File: src/rtl/shared_reg_arbiter.sv
// Round-robin arbiter that owns one shared WIDTH-bit register and writes it for one requester at a time.
// Optional lock chaining of back-to-back writes is enabled with `define ARB_LOCK_EN.
module shared_reg_arbiter #(
  parameter int N_REQ = 4,
  parameter int WIDTH = 8
`ifdef ARB_LOCK_EN
  ,
  parameter int LOCK_MAX = 4
`endif
) (
  input  logic                   Clock,
  input  logic                   Resetn,
  input  logic [N_REQ-1:0]       Req,
  input  logic [N_REQ*WIDTH-1:0] Data,
`ifdef ARB_LOCK_EN
  input  logic [N_REQ-1:0]       Lock,
`endif
  output logic [N_REQ-1:0]       Grant,
  output logic [N_REQ-1:0]       Ack,
  output logic [WIDTH-1:0]       Q,
  output logic [WIDTH-1:0]       Qbar,
  output logic                   Busy
);

  localparam int PTR_W = (N_REQ > 1) ? $clog2(N_REQ) : 1;

  typedef enum logic [1:0] {
    ST_IDLE  = 2'd0,
    ST_GRANT = 2'd1,
    ST_WRITE = 2'd2
  } state_t;

  state_t             state_q, state_d;
  logic [PTR_W-1:0]   ptr_q, ptr_d;
  logic [PTR_W-1:0]   g_q, g_d;
  logic [N_REQ-1:0]   grant_q, grant_d;
  logic [N_REQ-1:0]   ack_q, ack_d;
  logic [WIDTH-1:0]   q_q, q_d;
  logic [PTR_W-1:0]   ptr_next_s;

`ifdef ARB_LOCK_EN
  localparam int CNT_W = $clog2(LOCK_MAX + 1);
  localparam logic [CNT_W-1:0] LOCK_LAST = CNT_W'(LOCK_MAX - 1);
  logic [CNT_W-1:0]   lock_cnt_q, lock_cnt_d;
`endif

  // First requester with Req set, searching upward from ptr with wrap-around.
  function automatic logic [PTR_W-1:0] rr_pick(input logic [N_REQ-1:0] req,
                                               input logic [PTR_W-1:0] ptr);
    logic [PTR_W-1:0] pick;
    logic [PTR_W:0]   sum;
    logic             found;
    pick  = ptr;
    found = 1'b0;
    for (int i = 0; i < N_REQ; i++) begin
      sum = {1'b0, ptr} + (PTR_W+1)'(i);
      if (sum >= (PTR_W+1)'(N_REQ)) begin
        sum = sum - (PTR_W+1)'(N_REQ);
      end else begin
        sum = sum;
      end
      if (!found && req[sum[PTR_W-1:0]]) begin
        pick  = sum[PTR_W-1:0];
        found = 1'b1;
      end else begin
        found = found;
      end
    end
    return pick;
  endfunction

  function automatic logic [N_REQ-1:0] onehot(input logic [PTR_W-1:0] idx);
    logic [N_REQ-1:0] oh;
    oh      = '0;
    oh[idx] = 1'b1;
    return oh;
  endfunction

  assign ptr_next_s = (g_q == PTR_W'(N_REQ - 1)) ? '0 : g_q + PTR_W'(1);

  // Next-state and registered-output computation.
  always_comb begin
    state_d = state_q;
    ptr_d   = ptr_q;
    g_d     = g_q;
    grant_d = grant_q;
    ack_d   = ack_q;
    q_d     = q_q;
`ifdef ARB_LOCK_EN
    lock_cnt_d = lock_cnt_q;
`endif
    case (state_q)
      ST_IDLE: begin
        ack_d = '0;
        if (|Req) begin
          g_d     = rr_pick(Req, ptr_q);
          grant_d = onehot(g_d);
          state_d = ST_GRANT;
        end else begin
          grant_d = '0;
        end
      end
      ST_GRANT: begin
        grant_d = '0;
        if (Req[g_q]) begin
          q_d     = Data[g_q*WIDTH +: WIDTH];
          ack_d   = onehot(g_q);
          state_d = ST_WRITE;
        end else begin
          ack_d   = '0;
          state_d = ST_IDLE;
`ifdef ARB_LOCK_EN
          lock_cnt_d = '0;
`endif
        end
      end
      ST_WRITE: begin
        ack_d = '0;
`ifdef ARB_LOCK_EN
        // Chain straight back to GRANT while the owner keeps its lock, up to LOCK_MAX writes.
        if (Lock[g_q] && Req[g_q] && (lock_cnt_q < LOCK_LAST)) begin
          grant_d    = onehot(g_q);
          lock_cnt_d = lock_cnt_q + CNT_W'(1);
          state_d    = ST_GRANT;
        end else begin
          grant_d    = '0;
          lock_cnt_d = '0;
          ptr_d      = ptr_next_s;
          state_d    = ST_IDLE;
        end
`else
        grant_d = '0;
        ptr_d   = ptr_next_s;
        state_d = ST_IDLE;
`endif
      end
      default: begin
        state_d = ST_IDLE;
        grant_d = '0;
        ack_d   = '0;
      end
    endcase
  end

  // State, pointer and shared register; synchronous active-low reset.
  always_ff @(posedge Clock) begin
    if (!Resetn) begin
      state_q <= ST_IDLE;
      ptr_q   <= '0;
      g_q     <= '0;
      grant_q <= '0;
      ack_q   <= '0;
      q_q     <= '0;
`ifdef ARB_LOCK_EN
      lock_cnt_q <= '0;
`endif
    end else begin
      state_q <= state_d;
      ptr_q   <= ptr_d;
      g_q     <= g_d;
      grant_q <= grant_d;
      ack_q   <= ack_d;
      q_q     <= q_d;
`ifdef ARB_LOCK_EN
      lock_cnt_q <= lock_cnt_d;
`endif
    end
  end

  assign Grant = grant_q;
  assign Ack   = ack_q;
  assign Q     = q_q;
  assign Qbar  = ~q_q;
  assign Busy  = (state_q != ST_IDLE);

endmodule

File: config.mk
export PLATFORM = sky130hd
export DESIGN_NAME = shared_reg_arbiter
export DESIGN_NICKNAME = d
export VERILOG_FILES = /design/src/rtl/shared_reg_arbiter.sv
export SDC_FILE = /design/constraint.sdc
export NUM_CORES = 1
export LEC_CHECK = 0
export ABC_AREA = 0
export CORE_ASPECT_RATIO = 0.6
export CORE_MARGIN = 2
export CORE_UTILIZATION = 25
export CTS_CLUSTER_DIAMETER = 40
export DETAILED_ROUTE_END_ITERATION = 10
export MAX_ROUTING_LAYER = met4
export SLEW_MARGIN = 30
export SYNTH_ARGS = -nofsm -noshare
export SYNTH_HDL_FRONTEND = slang
export SYNTH_SLANG_ARGS = --single-unit
File: constraint.sdc
create_clock -name Clock -period 1.7 [get_ports Clock]
set_input_delay 0.51 -clock Clock [delete_from_list [all_inputs] [get_ports Clock]]
set_output_delay 0.51 -clock Clock [all_outputs]
set_load 0.1 [all_outputs]
Word level (Yosys, flattened, before mapping). Index checks and enable logic that the tools add are counted.

Equal/unequal tests: 4. Reduce and logical (&&, ||, !) cells: 15. Order comparisons: 12. Bitwise operators: 1. Multiplexer cells: 45. Shift operators: 1. Add/subtract/negate cells: 8.

Operator list (count): 2-bit two-way mux (21); 32-bit by 6-bit indexed part select with 8-bit output (1); 2-bit by 3-bit less-than comparator with 1-bit output, second input constant (6); 1-bit two-way mux (16); 1-bit binary-select mux with 2-bit select (5); 3-bit greater-or-equal comparator, second input constant (3); 8-bit NOT (1); 2-bit by 1-bit subtractor with 2-bit output, second input constant (4); 2-bit by 2-bit adder with 3-bit output, second input constant (2); 3-bit AND reduction (2); 1-bit logical AND (5); 1-bit demux with 2-bit select (2); 2-bit equality test, second input constant (2); 2-bit by 1-bit greater-or-equal comparator with 1-bit output, second input constant (2); 2-bit one-hot mux with 2 select lines (1); 2-bit AND reduction (2); 4-bit OR reduction (1); 2-bit by 1-bit adder with 3-bit output, second input constant (1); 2-bit by 3-bit greater-or-equal comparator with 1-bit output, second input constant (1); 1-bit logical NOT (3); 2-bit by 1-bit adder with 2-bit output, second input constant (1); 2-bit by 1-bit equality test with 1-bit output, second input constant (1); 2-bit logical NOT (1); 2-bit inequality test, second input constant (1); 2-bit nonzero test (1).

Register bits: 22. Logic and storage cells: 92. Output and inout port bits: 25. Input bits: 38.

Depth between registers and ports, before layout. Gate-level depths: netlist (run 1).

Word-level depth: 28. Depth in mapped cells: 5.

Least setup slack after synthesis (run 1). OpenSTA, ideal clock, no wires.

Kind: register to output. From: register q_q[0], in the netlist Q[0]. To: output port Qbar[0]. Path buffers: 0. Slack: -0.442 ns. Arrival: 1.632 ns. Cell stages (with the launch flop): 2. Required time: 1.190 ns. Cells stage by stage: dfxtp_1 inv_1.

Longest elaborated chain between the ends: 1.

RTL lines: from (decl) (line 38) `logic [WIDTH-1:0] q_q, q_d;`; from (signal assigned) (line 163) `q_q <= q_d;`; 8-bit NOT (line 173) `assign Qbar = ~q_q;`; to (decl) (line 21) `output logic [WIDTH-1:0] Qbar,`.

No other way between the ends.

Worst setup path in the final report (run 1).
From: input port Req[3]. To: register q_q[1], in the netlist Q[1].

Longest elaborated chain between the ends: 3.

RTL lines: from (decl) (line 13) `input logic [N_REQ-1:0] Req,`; 1-bit binary-select mux with 2-bit select (line 105) `if (Req[g_q]) begin`; 1-bit two-way mux (implied by the code) (line 105); 2-bit AND reduction (no source line).

No other way between the ends. The select of a mux whose other input is x is not followed. A chain may end at the register's enable or synchronous reset.

==> results of run 1 <==
## critical path, delay by kind of cell
family,cells,cell delay [ns]
buf+inv,2,0.39
mux,2,0.71
simple gates,2,0.19
## kinds of logic after synthesis
| kind of cell | share of synthesized area (%) |
|---|---|
| and+or+nand+nor | 15.7 |
| DFF | 38.9 |
| adders and majority gates | 4.42 |
| buffers and inverters | 7.17 |
| AOI/OAI and AO/OA | 8.06 |
| muxes | 25.8 |
## Yosys cell counts (all sizes together) (2+ instances only)
cell / instances
dfxtp: 22
inv: 13
nor2: 12
mux2i: 9
mux4: 9
a21oi: 4
and2: 4
ha: 4
nand2: 4
o21ai: 4
nor2b: 3
and3: 2
buf: 2
clkbuf: 2
nor3: 2
## power groups by stage
stage / combinational [mW] / sequential (mW) / clock (mW)
floorplan: 0.267 / 0.715 / 0
global placement: 0.686 / 0.590 / 0
detailed placement: 0.697 / 0.592 / 0
CTS: 0.712 / 0.581 / 0.500
global route: 0.742 / 0.585 / 0.522
finish: 0.711 / 0.581 / 0.495
## stage by stage
stage / TNS [ns] / utilization [%] / hold slack [ns]
floorplan: 0 / - / 0.471
global placement: -5.41 / 52.0 / 0.486
detailed placement: -6.69 / 52.0 / 0.517
CTS: 0 / 54.6 / 0.541
global route: 0 / 54.6 / 0.586
finish: 0 / 54.6 / 0.547
## worst min-delay path by stage
stage / startpoint / to / slack [ns] / depth (start not counted)
final: ptr_q[0] / ptr_q[0] / 0.55 / 2
after detailed placement: ptr_q[0] / ptr_q[0] / 0.52 / 2
after CTS: ptr_q[0] / ptr_q[0] / 0.54 / 2
after global routing: ptr_q[0] / ptr_q[0] / 0.59 / 2
after global placement: ptr_q[0] / ptr_q[0] / 0.49 / 2
after floorplan: ptr_q[0] / ptr_q[0] / 0.47 / 2
## repair_timing
item,in CTS,in global routing
pin swaps,1,0
setup endpoints to repair,18,1
resized for setup,7,1
buffers inserted,0,0
gates cloned,1,0
hold buffers,0,0
endpoints found under the hold margin,0,0
## registers in the layout, indices dropped and copies added (netlist names)
| name | count |
|---|---|
| Ack | 4 |
| g_q | 2 |
| ptr_q | 2 |
| Q | 8 |
| state_q | 2 |
| Grant | 4 |
## layer usage
layer	GRT usage, %	wire [um]	up-vias
met5	-	0	-
met2	23.2	1640	43
met3	4.07	238	4
met4	2.60	21	0
met1	16.9	1450	494
li1	-	-	532
## cell type report
class	instances	area [um^2]	share of cell area, %
Tap cell	60	75.1	3.24
Clock inverter	1	30.0	1.30
Timing Repair Buffer	74	988	42.7
Clock buffer	3	41.3	1.78
Multi-Input combinational cell	69	629	27.2
Inverter	13	78.8	3.41
Sequential cell	22	470	20.3
==> flow_summary.ini, run 1 <==
[power]
finalPower_mw = 1.79
p_int_mw = 1.18
power_frac_clock_pct = 27.7
p_per_area_mw_per_mm2 = 772
vdd_drop_max_mv = 0.316
p_leak_nw = 0.957
sw_frac_of_total_pct = 33.9
p_sw_mw = 0.606
sequentialPowerShare_pct = 32.5
comb_power_share_pct = 39.8

[sta]
drv_slew = 0
period_share_pct = 95.8
period_needed_ns = 1.63
relSlewSlack_pct = 79.6
max_slew.worst_pin.slew_ns = 0.303
fin_worst_skew_ns = 0.00388
grt_setup_unrepaired = no
setup_violations = 0
timing.final.ws_setup_ns = 0.0710
clock.fmax_ghz = 0.614
finalHoldViolations = 0

[floorplanning]
io_pins = 63
die_h_um = 56.2
initial_core_util_pct = 26.8
die_area_mm2 = 0.00511
core_mm2 = 0.00423
rows = 18
chipWidth_um = 90.9

[worst_setup_path]
critical_path.max_stage_delay_ns = 0.51
ff2ff_setup_slack_ns = 0.17
r2r-end = Q[1]
critPathSlowestCell = mux4_2
critPathArrivalTime_ns = 1.80
r2r_cells = 5
cp-endpoint = Q[1]
r2r_start = g_q[0]
crit_type = primary input to flop
endpoint_kind = flop
crit_chain = dlygate4sd2_1 > mux4_2 > nand3b_4 > buf_12 > mux2i_1 > nor2_1
worstSetupStartpointType = primary input
critPathRequiredTime_ns = 1.87
critPathMaxFanout = 5
crit_start = Req[3]

[placed_design]
placed_area_mm2 = 0.00220
dp_hpwl_um = 2750
port_buffers = 62
place.gp.congestion = 0.777
pre_cts_ws_ns = -0.393
dp_cells = 237

[drt]
vias = 1073
drcViolationCount = 0
first_iter_violations = 30
firstDrtPassIters = 6
detail-route-antenna-nets = 0
viasPerCell = 4.43
wl_um = 3340
wl_per_cell_um = 13.8

[global_route]
grt_pass1_wl_um = 5490
grt_overflow = 0
grt.total_usage_pct = 13.9
grt_pass1_vias = 1142
antenna_found_initial = 0
grt_start_max_net_pins = 14

[logic_synthesis]
synth_seq_area_share_pct = 38.9
syn_area_mm2 = 0.00113
yosysUniqueCellTypes = 29
synth.ff_latch_count = 22
ys_warn_count = 0
synthFlopType = dfxtp_1
syn_nets = 150
async_flop_share_pct = 0
synth_top_area_share_pct = 38.9
yosysTopAreaCell = dfxtp_1
avgSynthCellArea_um2 = 10.5
syn_inst = 108
synth-edff-count = 0
synth_area_leaders = dfxtp_1 (39%), mux4_2 (18%), mux2i_1 (7.9%)

[hold_path]
hold_path.class = flop to flop

[clocking]
root_buffer = clkbuf_8
cts_num_sinks = 22
cts.clk_slew.worst_paths_ns = 0.08
cts-htree-levels = 1
cts.path.max_buffers = 2
cts_tree = done
insertion_delay_ns = 0.27
cts-buffers-inserted = 3

[final_layout]
fin_nets = 225
stdcell_area_mm2 = 0.00231
syn2layout_area_growth_pct = 104
instances_no_fill = 242
fillers = 379
drive_above_1_share_pct = 39.0
final_common_cell = clkdlybuf4s50_1
antenna_cells = 0
layout_common_cells = clkdlybuf4s50_1 (33), buf_12 (26), dfxtp_1 (14)

[outcome]
status = finished, final reports clean

[job]
drv_cap = 0
No activity file was read; power rests on OpenSTA's default activity.
==> inputs of run 2 (changes only) <==
--- a/config.mk
+++ b/config.mk
@@ -12,6 +12,7 @@
 export CTS_CLUSTER_DIAMETER = 40
 export DETAILED_ROUTE_END_ITERATION = 10
 export MAX_ROUTING_LAYER = met4
+export PLACE_DENSITY_LB_ADDON = 0.05
 export SLEW_MARGIN = 30
 export SYNTH_ARGS = -nofsm -noshare
 export SYNTH_HDL_FRONTEND = slang
==> run 2 against run 1 <==
Net effect: die area unchanged; sequential power about the same; critical endpoint is now Busy; cell count unchanged; clock power down 13%; fmax down 1.9%; setup slack worse by 0.031 ns; non-clock buffer count unchanged; critical path type is now flop to output pin; first-iteration DRC count down 6.7%; via count down 2.7%; power down 3.6%.
==> flow_summary.ini, run 2 (same netlist as run 1, synthesis figures left out) <==
[power]
p_leak_nw = 0.946
vdd_drop_max_mv = 0.290
p_per_area_mw_per_mm2 = 741

[drt]
firstDrtPassIters = 4
wl_per_cell_um = 12.6
first_iter_violations = 28
viasPerCell = 4.31
drcViolationCount = 0
wl_um = 3040
vias = 1044
detail-route-antenna-nets = 0

[global_route]
grt_pass1_wl_um = 5280
grt_pass1_vias = 1131
antenna_found_initial = 0
grt_start_max_net_pins = 14
grt_overflow = 0
grt.total_usage_pct = 13.2

[clocking]
hold_buffers = 0
cts.clk_slew.worst_paths_ns = 0.08
cts-htree-levels = 1
cts-buffers-inserted = 3
root_buffer = clkbuf_8
cts.path.max_buffers = 2
cts_tree = done
cts_num_sinks = 22
insertion_delay_ns = 0.27

[final_layout]
final_common_cell = clkdlybuf4s50_1
largest_reg_flops = 8
antenna_cells = 0
fillers = 381
instances_no_fill = 242
stdcell_area_mm2 = 0.00232
syn2layout_area_growth_pct = 105
final_util_pct = 54.9
layout_common_cells = clkdlybuf4s50_1 (33), buf_12 (26), dfxtp_1 (14)
drive_above_1_share_pct = 40.7
fin_nets = 225

[worst_setup_path]
worstSetupStartpointType = flop
critPathArrivalTime_ns = 1.15
critPathRequiredTime_ns = 1.19
critPathMaxFanout = 3
endpoint_kind = output pin
crit_type = flop to output pin

[floorplanning]
chipWidth_um = 90.9
rows = 18
die_h_um = 56.2
initial_core_util_pct = 26.8
core_mm2 = 0.00423
io_pins = 63
die_area_mm2 = 0.00511

[sta]
relSlewSlack_pct = 81.8
finalHoldViolations = 0
drv_slew = 0
max_slew.worst_pin.slew_ns = 0.270
hold_slack_ns = 0.554
setup_violations = 0
grt_setup_unrepaired = no
clock.fmax_ghz = 0.602
setup-tns-final_ns = 0
period_needed_ns = 1.66
period_share_pct = 97.7
fin_worst_skew_ns = 0.00390

[placed_design]
dp_hpwl_um = 2490
dp_cells = 236
place.gp.congestion = 0.758
port_buffers = 62
placed_area_mm2 = 0.00219

[job]
drv_cap = 0

[outcome]
status = finished, final reports clean

[hold_path]
hold_path.class = flop to flop
## run 2: stage by stage
| stage | setup slack [ns] | power (mW) |
|---|---|---|
| after floorplan | 0.152 | 0.982 |
| after global placement | -0.362 | 1.28 |
| after detailed placement | -0.394 | 1.28 |
| after CTS | 0.0355 | 1.74 |
| after global routing | 0.00723 | 1.80 |
| final | 0.0396 | 1.72 |
## run 2: report_power, final
part           internal (mW)  switching [mW]
combinational          0.329           0.385
sequential             0.540          0.0391
clock                  0.256           0.174
## run 2: cell type report
class / count / area, um^2 / share of cell area (%)
Clock buffer: 4 / 66.3 / 2.85
Inverter: 13 / 78.8 / 3.39
Multi-Input combinational cell: 69 / 641 / 27.6
Sequential cell: 22 / 470 / 20.2
Tap cell: 60 / 75.1 / 3.23
Timing Repair Buffer: 74 / 993 / 42.7
## run 2: path summary, 6_finish.rpt
| check | from | to | slack, ns | cells past startpoint |
|---|---|---|---|---|
| worst min-delay path | ptr_q[0] | ptr_q[0] | 0.55 | 2 |
| worst min register to register | ptr_q[0] | ptr_q[0] | 0.55 | 2 |
| worst max-delay path | state_q[0] | Busy | 0.04 | 2 |
| worst max register to register | g_q[0] | Q[6] | 0.15 | 6 |
## run 2: worst max-delay path: stages (launching register included)
cell and delay [ns]:
dfxtp_1 0.35, or2_2 0.35, buf_12 0.18
## run 2: repair_timing
action | CTS | global route
hold endpoints to repair | 0 | 0
endpoints found under the setup margin | 17 | 7
cloned | 1 | 0
pin swaps | 1 | 2
setup buffers | 2 | 0
gates resized for setup | 8 | 5
## run 2: routing by layer
| layer | up-vias | global-route usage [%] | wire length [um] |
|---|---|---|---|
| li1 | 526 | - | - |
| met1 | 478 | 17.5 | 1440 |
| met2 | 36 | 20.2 | 1390 |
| met3 | 4 | 3.79 | 185 |
| met4 | 0 | 2.60 | 28 |
| met5 | - | - | 0 |
